**src/rtl/mest_pro_pkg.sv**
```systemverilog
// Shared types and defaults for the MESTPro instruction-sequencing controller.
package mest_pro_pkg;

    typedef enum logic [2:0] {
        IDLE    = 3'd0,
        FETCH   = 3'd1,
        DECODE  = 3'd2,
        EXECUTE = 3'd3,
        HALT    = 3'd4,
        ERROR   = 3'd5
    } mest_pro_seq_state_e;

    localparam int unsigned CNT_W_DEF          = 16;
    localparam int unsigned TIMEOUT_CYCLES_DEF = 256;

endpackage

```
**src/rtl/mest_pro_wdog.sv**
```systemverilog
// Watchdog timer for the sequencer wait states. o_expired flags the
// TIMEOUT_CYCLES-th cycle spent waiting since the last clear.
module mest_pro_wdog #(
    parameter int unsigned TIMEOUT_CYCLES = 256
) (
    input  logic clk,
    input  logic i_reset,
    input  logic i_clear,
    input  logic i_count,
    output logic o_expired
);

    localparam int unsigned TW = $clog2(TIMEOUT_CYCLES + 1);

    logic [TW-1:0] timer;

    // Timer clears on state entry and advances once per waiting cycle.
    always_ff @(posedge clk or posedge i_reset) begin
        if (i_reset) begin
            timer <= '0;
        end else if (i_clear) begin
            timer <= '0;
        end else if (i_count && !o_expired) begin
            timer <= timer + 1'b1;
        end
    end

    // Timer holds (cycle-in-state - 1), so the limit is one below TIMEOUT_CYCLES.
    always_comb begin
        o_expired = (timer == TW'(TIMEOUT_CYCLES - 1));
    end

endmodule

```
**src/rtl/mest_pro_seq_ctrlr.sv**
```systemverilog
// MESTPro instruction-sequencing controller: FETCH -> DECODE -> EXECUTE with
// handshake waits, pause/single-step, saturating retire counter.
// Optional watchdog/ERROR state built when MEST_PRO_SEQ_TIMEOUT_EN is defined.
module mest_pro_seq_ctrlr
    import mest_pro_pkg::*;
#(
    parameter int unsigned CNT_W          = CNT_W_DEF,
    parameter int unsigned TIMEOUT_CYCLES = TIMEOUT_CYCLES_DEF
) (
    input  logic             clk,
    input  logic             i_reset,
    input  logic             i_start,
    input  logic             i_stop,
    input  logic             i_step_mode,
    input  logic             i_resume,
    input  logic             i_fetch_valid,
    input  logic             i_exec_done,
    input  logic             i_end_of_code,
    input  logic             i_clear_err,
    output logic [2:0]       o_state,
    output logic             o_idle,
    output logic             o_fetch,
    output logic             o_decode,
    output logic             o_execute,
    output logic             o_halted,
    output logic             o_error,
    output logic             o_all_done,
    output logic [CNT_W-1:0] o_instr_count
);

    if (TIMEOUT_CYCLES < 2 || TIMEOUT_CYCLES > 65535) begin : g_bad_timeout
        $error("TIMEOUT_CYCLES must be in 2..65535");
    end

    mest_pro_seq_state_e state;
    mest_pro_seq_state_e next;
    logic                expired;
    logic                retire;

`ifdef MEST_PRO_SEQ_TIMEOUT_EN
    mest_pro_wdog #(
        .TIMEOUT_CYCLES(TIMEOUT_CYCLES)
    ) u_wdog (
        .clk       (clk),
        .i_reset   (i_reset),
        .i_clear   (next != state),
        .i_count   (state == FETCH || state == EXECUTE),
        .o_expired (expired)
    );
`else
    assign expired = 1'b0;
`endif

    // State register.
    always_ff @(posedge clk or posedge i_reset) begin
        if (i_reset) begin
            state <= IDLE;
        end else begin
            state <= next;
        end
    end

    // Next-state logic; handshakes take priority over a watchdog expiry.
    always_comb begin
        next   = state;
        retire = 1'b0;
        case (state)
            IDLE:    if (i_start) next = FETCH;
            FETCH: begin
                if (i_fetch_valid) next = DECODE;
                else if (expired)  next = ERROR;
            end
            DECODE:  next = EXECUTE;
            EXECUTE: begin
                if (i_exec_done) begin
                    retire = 1'b1;
                    if (i_end_of_code)              next = IDLE;
                    else if (i_stop || i_step_mode) next = HALT;
                    else                            next = FETCH;
                end else if (expired) begin
                    next = ERROR;
                end
            end
            HALT:    if (i_resume) next = FETCH;
            ERROR:   if (i_clear_err) next = IDLE;
            default: next = IDLE;
        endcase
    end

    // Retired-instruction counter: cleared on start, saturates at all-ones.
    always_ff @(posedge clk or posedge i_reset) begin
        if (i_reset) begin
            o_instr_count <= '0;
        end else if (state == IDLE && i_start) begin
            o_instr_count <= '0;
        end else if (retire && o_instr_count != '1) begin
            o_instr_count <= o_instr_count + 1'b1;
        end
    end

    // State decodes; o_all_done is the only output with input terms.
    always_comb begin
        o_state    = state;
        o_idle     = (state == IDLE);
        o_fetch    = (state == FETCH);
        o_decode   = (state == DECODE);
        o_execute  = (state == EXECUTE);
        o_halted   = (state == HALT);
`ifdef MEST_PRO_SEQ_TIMEOUT_EN
        o_error    = (state == ERROR);
`else
        o_error    = 1'b0;
`endif
        o_all_done = o_execute & i_exec_done & i_end_of_code;
    end

endmodule

```
**config.mk**
```make
export PLATFORM = sky130hd
export DESIGN_NAME = mest_pro_seq_ctrlr
export DESIGN_NICKNAME = d
export VERILOG_FILES = /design/src/rtl/mest_pro_pkg.sv /design/src/rtl/mest_pro_wdog.sv /design/src/rtl/mest_pro_seq_ctrlr.sv
export SDC_FILE = /design/constraint.sdc
export NUM_CORES = 1
export LEC_CHECK = 0
export CAP_MARGIN = 30
export CORE_MARGIN = 3
export CORE_UTILIZATION = 45
export DETAILED_ROUTE_END_ITERATION = 16
export GPL_ROUTABILITY_DRIVEN = 0
export PLACE_DENSITY = 0.77
export SYNTH_ARGS = -nofsm -noshare
export SYNTH_HDL_FRONTEND = slang
export SYNTH_SLANG_ARGS = --single-unit
```
**constraint.sdc**
```tcl
create_clock -name clk -period 3.9 [get_ports clk]
set_input_delay 0.975 -clock clk [delete_from_list [all_inputs] [get_ports clk]]
set_output_delay 0.975 -clock clk [all_outputs]
set_load 0.02 [all_outputs]
```
---- Yosys cells after proc, flatten, opt, wreduce, memory -nomap -nowiden ----
Index checks and enable logic that the tools add are counted.
cells by class
  $add $sub $neg .......................... 1
  multipliers ............................. 0
  div/mod/pow operators ................... 0
  $lt $le $gt $ge ......................... 0
  equal/unequal tests ..................... 11
  shift-type cells ........................ 0
  muxes and demuxes ....................... 12
  bitwise gates (word level) .............. 2
  reductions and logical operators ........ 6
operator list
  kind                     count
  $mux W16                 2
  $mux W3                  7
  $pmux W3 S6              1
  $add A16 B1 Y16 const B  1
  $ne A16 B16 Y1 const B   1
  $ne A2 B2 Y1 const B     5
  $eq A3 B2 Y1 const B     2
  $eq A3 B3 Y1 const B     2
  $reduce_and A5 Y1        1
  $eq A3 B1 Y1 const B     1
  $logic_not A3 Y1         1
  $and A1 B1 Y1            2
  $logic_and A1 B1 Y1      2
  $mux W1                  2
  $reduce_bool A2 Y1       1
  $logic_or A1 B1 Y1       1
word-level totals
  register bits after elaboration ......... 19
  latch bits .............................. 0
  bits in writable memories ............... 0
  bits in read-only memories .............. 0
  output and inout bits ................... 26
  memories kept ........................... 0

---- Longest topological paths before layout ----
Gate-level depths: netlist (run 1).
  depth in word-level cells ............... 5
  mapped depth ............................ 8
  gate-level depth less buffers ........... 6

---- Worst setup path after synthesis (run 1) ----
Ideal clock, no wire load.
  path type ............................... input to output
  start point ............................. input i_exec_done
  end point ............................... output o_all_done
  arrival ................................. 1395 ps
  setup slack ............................. 1530 ps
  cell stages on the path ................. 2
  path buffers ............................ 0
  cells stage by stage .................... and3_1 and2_1
on the way
  cells in the longest elaborated chain, start to end .. 2
RTL lines
  element                      line                       RTL
  start: declaration           mest_pro_seq_ctrlr.sv:17   input logic i_exec_done,
  $and A1 B1 Y1 (2 in series)  mest_pro_seq_ctrlr.sv:114  o_all_done = o_execute & i_exec_done & i_end_of_code;
  end: declaration             mest_pro_seq_ctrlr.sv:27   output logic o_all_done,
Every way passes these cells.

---- Final worst setup path (run 1) ----
Same ends and word-level chain as after synthesis.

==> results.sh, run 1 <==
export IMPL_outcome="finished, final reports clean"
export IMPL_boundaryPins=36
export IMPL_synth_edf_count=0
export IMPL_std_cell_rows=18
export IMPL_synth_ff_type="dfrtp_1"
export IMPL_place_hpwl_um=2284
export IMPL_cts_hold_buf=0
export IMPL_power_density_nw_per_um2=465.0
export IMPL_numCtsBuffers=3
export IMPL_cts_resized=0
export IMPL_fmax_mhz=286.0
export IMPL_rsz0062_at_grt="no"
export IMPL_vias=1181
export IMPL_maxCapViolCount=0
export IMPL_grt_max_degree=20
export IMPL_crit_top_cell="clkdlybuf4s50_1"
export IMPL_worstSetupStartpointType="primary input"
export IMPL_final_cell_mix="clkdlybuf4s50_1 (34), nand2_1 (20), dfrtp_1 (19)"
export IMPL_antenna_found_initial=0
export IMPL_dieArea_sq_um=3356
export IMPL_die_w_um=57.93
export IMPL_critical_path_top_delay_family="buffers and inverters"
export IMPL_cts_tree="yes"
export IMPL_wl_per_cell_um=15.20
export IMPL_final_setup_worst_slack_ns=0.4037
export IMPL_clk_pin_slew_worst_paths_ns=0.11
export IMPL_min_period_over_period=0.8965
export IMPL_slowest_stage="clkdlybuf4s50_1"
export IMPL_hold_viol_final=0
export IMPL_syn_nets=153
export IMPL_fin_setup_tns_ns=0
export IMPL_track_usage=0.1943
export IMPL_yosysWarnings=0
export IMPL_postCtsSetupBuffers=0
export IMPL_yosys_register_bits=19
export IMPL_areaGrowthSynthToFinish_pct=29.90
export IMPL_ys_async_sr_fraction=1.000
export IMPL_port_buffers=34
export IMPL_syn_instance_count=142
export IMPL_drc_errors=0
export IMPL_pre_cts_slack_ns=0.4190
export IMPL_finish_utilization=0.6250
export IMPL_drt_first_pass_iters=4
export IMPL_final_max_slew_viol_count=0
export IMPL_viasPerCell=5.847
export IMPL_p_leak_uw=0.0006848
export IMPL_drtAntennaViolNets=0
export IMPL_antennaDiodeCount=0
export IMPL_cts_max_level=1
export IMPL_grt_overflow=0
export IMPL_reg2regPathDepth=6
export IMPL_drtIter0Drc=37
export IMPL_clock_skew_ns=0.01322
export IMPL_crit_fanout=5
export IMPL_die_h_um=57.93
export IMPL_ys_top_cells_by_area="dfrtp_1 (39%), nand2_1 (6.2%), nand3_1 (3.7%)"
export IMPL_worstPathArrival_ns=2.52
export IMPL_insertion_delay_ns=0.32
export IMPL_cts_sinks=19
export IMPL_grt_pass1_vias=1140
export IMPL_postSynthAreaPerCell_sq_um=8.547
export IMPL_crit_buf_inv=2
export IMPL_ctsLongestPathBuffers=2
export IMPL_fin_crit_ns=3.496
export IMPL_cp_end_kind="output port"
export IMPL_start_util=0.4812
export IMPL_setup_viol=0
export IMPL_worst_setup_path_type="primary input to output port"
export IMPL_root_buffer="clkbuf_4"
export IMPL_max_slew_margin=0.5007
export IMPL_hp_class="flip-flop to flip-flop"
export IMPL_slowest_delay_ns=0.60
export IMPL_drive_above_1_share=0.06395
export IMPL_cp_depth=4
export IMPL_ys_types=43
export IMPL_synth_top_area_cell="dfrtp_1"
export IMPL_synth_top_area_frac=0.3918
export IMPL_fin_nets=184
export IMPL_crit_chain="clkdlybuf4s50_1, and3_1, and2_1, clkdlybuf4s50_1"
export IMPL_wl_um=3070
export IMPL_worst_pin_slew_ns=0.7481
export IMPL_mostFrequentLayoutCell="clkdlybuf4s50_1"
export IMPL_fp_coreArea_sq_um=2522
export IMPL_syn_area_sq_um=1214
export IMPL_seq_area_frac_synth=0.3918
export IMPL_holdPathStages=1
export IMPL_crit_required_ns=2.92
export IMPL_ir_worst_vdd_uv=346.2
export IMPL_fillCellCount=244
export IMPL_grt_pass1_wl_um=5016
synthesized netlist by cell type, types with 2 or more instances:
cell type / instances
nand4_1: 2
a31oi_1: 6
mux2_2: 2
a211o_1: 3
nand3_1: 9
nand2_1: 20
o21ai_0: 2
xnor2_1: 3
and3_1: 7
a21oi_1: 4
and2_1: 5
clkbuf_1: 5
buf_4: 2
inv_1: 3
o21ai_1: 2
o22ai_1: 5
dfrtp_1: 19
nor2_1: 12
nor3_1: 7
power by group:
part | switching, uW | internal (uW)
Combinational | 192 | 157
Clock | 69.7 | 38.4
Sequential | 55.4 | 221
Total | 317 | 416
kinds of logic (layout without fill, tap and decap cells):
kind of cell | after synthesis | after routing | share of synthesized area
and+or+nand+nor | 70 | 70 | 0.2928
DFF | 19 | 19 | 0.3918
buffers and inverters | 12 | 42 | 0.05051
adders and majority gates | 1 | 1 | 0.01031
other | 1 | 1 | 0.003090
AOI/OAI and AO/OA | 32 | 32 | 0.1959
muxes | 3 | 3 | 0.02680
xor gates and xnor gates | 4 | 4 | 0.02887
worst register-to-register path: stages (launching register included):
cell and delay (ns):
dfrtp_1 0.46, ha_1 0.26, and3_1 0.26, and2_4 0.19, a31o_1 0.36, or4_1 0.52, o221ai_1 0.08
registers in the layout (all words and copies together), names as in the netlist:
signal,count
o_state,3
o_instr_count,16
routing by layer:
layer  part of all wire  vias to the layer above  GRT usage  wire length, um
li1                   -                      579          -                -
met1               0.43                      563     0.2233             1334
met2               0.50                       34     0.3452             1524
met3              0.051                        5    0.03341              158
met4              0.017                        0    0.09603               53
met5                  0                        -          0                0
cell type report:
| class | count | area, sq um | area share |
|---|---|---|---|
| inverter | 3 | 11.26 | 0.007143 |
| tap | 30 | 37.54 | 0.02381 |
| sequential | 19 | 475.5 | 0.3016 |
| multi-input combinational | 111 | 676.9 | 0.4294 |
| clock inverter | 1 | 5.005 | 0.003175 |
| timing repair buffer | 35 | 347.8 | 0.2206 |
| clock buffer | 3 | 22.52 | 0.01429 |
path summary, 6_finish.rpt:
check | start | end | slack [ns]
max reg2reg | o_instr_count[0] | o_instr_count[9] | 1.69
max in group asynchronous | i_reset | o_instr_count[15] | 2.35
min in group asynchronous | i_reset | o_instr_count[1] | 1.06
min | o_instr_count[6] | o_instr_count[6] | 0.51
max | i_exec_done | o_all_done | 0.40
min reg2reg | o_instr_count[6] | o_instr_count[6] | 0.51
metrics by stage:
step	total power, uW	std cells	cell area, sq um	hold slack (ns)
2_1_floorplan	479.0	142	1214	0.5954
3_3_place_gp	618.0	198	1549	0.4776
3_5_place_dp	625.7	198	1549	0.4995
4_1_cts	734.9	202	1577	0.5193
5_1_grt	766.9	202	1577	0.5497
6_report	733.1	202	1577	0.5116
Note: power is estimated with default switching activity, not from simulation.
==> run 2, diff against run 1 <==
--- a/config.mk
+++ b/config.mk
@@ -10,7 +10,7 @@
 export CORE_UTILIZATION = 45
 export DETAILED_ROUTE_END_ITERATION = 16
 export GPL_ROUTABILITY_DRIVEN = 0
-export PLACE_DENSITY = 0.77
+export PLACE_DENSITY = 0.84
 export SYNTH_ARGS = -nofsm -noshare
 export SYNTH_HDL_FRONTEND = slang
 export SYNTH_SLANG_ARGS = --single-unit
==> results.sh, run 2 (same netlist as run 1, synthesis figures left out) <==
export IMPL_crit_required_ns=2.92
export IMPL_fin_hold_ws_ns=0.5199
export IMPL_numCtsBuffers=3
export IMPL_drive_above_1_share=0.05848
export IMPL_p_sw_uw=309.3
export IMPL_insertion_delay_ns=0.31
export IMPL_start_util=0.4812
export IMPL_postCtsSetupBuffers=0
export IMPL_internal_power_uw=413.7
export IMPL_fin_nets=183
export IMPL_hp_class="flip-flop to flip-flop"
export IMPL_fin_crit_ns=3.524
export IMPL_slowest_stage="clkdlybuf4s50_1"
export IMPL_cp_end_kind="output port"
export IMPL_cp_startpoint="i_exec_done"
export IMPL_final_cell_mix="clkdlybuf4s50_1 (34), nand2_1 (20), dfrtp_1 (19)"
export IMPL_antennaDiodeCount=0
export IMPL_drtIter0Drc=45
export IMPL_largest_reg_flops=16
export IMPL_drtAntennaViolNets=0
export IMPL_reg2regPathDepth=4
export IMPL_worst_setup_path_type="primary input to output port"
export IMPL_crit_chain="clkdlybuf4s50_1, and3_1, and2_1, clkdlybuf4s50_1"
export IMPL_power_density_nw_per_um2=460.8
export IMPL_worstSetupStartpointType="primary input"
export IMPL_mostFrequentLayoutCell="clkdlybuf4s50_1"
export IMPL_max_slew_margin=0.5200
export IMPL_total_power_uw=723.0
export IMPL_fin_setup_tns_ns=0
export IMPL_cts_resized=0
export IMPL_grt_pass1_vias=1135
export IMPL_outcome="finished, final reports clean"
export IMPL_cts_hold_buf=0
export IMPL_post_dp_cell_area_sq_um=1541
export IMPL_fp_coreArea_sq_um=2522
export IMPL_power_frac_comb=0.476
export IMPL_p_leak_uw=0.0006806
export IMPL_place_hpwl_um=2214
export IMPL_clock_skew_ns=0.01020
export IMPL_r2r_end="o_instr_count[9]"
export IMPL_grt_pass1_wl_um=5050
export IMPL_rrSetupSlack_ns=1.55
export IMPL_ctsLongestPathBuffers=2
export IMPL_rsz0062_at_grt="no"
export IMPL_viasPerCell=6.015
export IMPL_root_buffer="clkbuf_4"
export IMPL_drt_first_pass_iters=4
export IMPL_crit_fanout=5
export IMPL_port_buffers=34
export IMPL_hold_viol_final=0
export IMPL_drc_errors=0
export IMPL_areaGrowthSynthToFinish_pct=29.28
export IMPL_wl_um=3067
export IMPL_worst_pin_slew_ns=0.7193
export IMPL_cts_tree="yes"
export IMPL_finish_utilization=0.6220
export IMPL_clk_pin_slew_worst_paths_ns=0.11
export IMPL_min_period_over_period=0.9035
export IMPL_cts_max_level=1
export IMPL_grt_max_degree=20
export IMPL_boundaryPins=36
export IMPL_dieArea_sq_um=3356
export IMPL_slowest_delay_ns=0.61
export IMPL_cp_endpoint="o_all_done"
export IMPL_power_frac_clock=0.144
export IMPL_grt_overflow=0
export IMPL_reg2reg_from="o_state[0]"
export IMPL_final_area_sq_um=1569
export IMPL_switching_share=0.4278
export IMPL_worstPathArrival_ns=2.55
export IMPL_antenna_found_initial=0
export IMPL_vias=1209
export IMPL_cts_sinks=19
export IMPL_ir_worst_vdd_uv=332.0
export IMPL_seq_power_share=0.381
export IMPL_die_w_um=57.93
export IMPL_die_h_um=57.93
export IMPL_wl_per_cell_um=15.26
export IMPL_top_register="o_instr_count"
export IMPL_maxCapViolCount=0
export IMPL_std_cell_rows=18
export IMPL_final_max_slew_viol_count=0
export IMPL_setup_viol=0
export IMPL_crit_top_cell="clkdlybuf4s50_1"
export IMPL_track_usage=0.1899
export IMPL_fmax_mhz=283.8
[run 2: final cells by class]
cell class	instances	area (sq um)
Clock buffer	3	22.52
Clock inverter	1	5.005
Fill cell	220	953.4
Inverter	3	11.26
Multi-Input combinational cell	111	676.9
Sequential cell	19	475.5
Tap cell	30	37.54
Timing Repair Buffer	34	340.3
[run 2: stage by stage]
step           cells  worst slack (ns)
6_report         201            0.3765
3_5_place_dp     197            0.3928
4_1_cts          201            0.3810
2_1_floorplan    142             1.530
3_3_place_gp     197            0.4459
5_1_grt          201            0.3225
[run 2: power groups by stage]
stage	combinational [uW]	clock, uW	sequential, uW
after floorplan	195	0	284
after global placement	336	0	275
after detailed placement	342	0	278
after CTS	345	103	274
after global routing	370	112	280
final	344	104	275
[run 2: per-layer routing]
metal,up-vias,wire (um),global-route usage
met5,-,0,0
met3,8,176,0.04009
li1,582,-,-
met1,570,1378,0.2398
met4,0,38,0.04967
met2,49,1473,0.3290
[run 2: worst min-delay path by stage]
stage	startpoint	endpoint	slack [ns]	cells past startpoint
floorplan	o_instr_count[6]	o_instr_count[6]	0.60	1
global placement	o_instr_count[6]	o_instr_count[6]	0.48	1
detailed placement	o_instr_count[6]	o_instr_count[6]	0.49	1
CTS	o_instr_count[6]	o_instr_count[6]	0.51	1
global route	o_instr_count[6]	o_instr_count[6]	0.53	1
finish	o_instr_count[6]	o_instr_count[6]	0.52	1
[run 2: critical path: cells and delay by family]
| family | cells | cell delay [ns] |
|---|---|---|
| and+or+nand+nor | 2 | 0.42 |
| buffers and inverters | 2 | 1.16 |
==> run 3, diff against run 2 <==
--- a/config.mk
+++ b/config.mk
@@ -10,6 +10,7 @@
 export CORE_UTILIZATION = 45
 export DETAILED_ROUTE_END_ITERATION = 16
 export GPL_ROUTABILITY_DRIVEN = 0
+export GPL_TIMING_DRIVEN = 1
 export PLACE_DENSITY = 0.84
 export SYNTH_ARGS = -nofsm -noshare
 export SYNTH_HDL_FRONTEND = slang
==> results of run 3 <==
Final layout, timing and power as in run 2 (identical DEF).
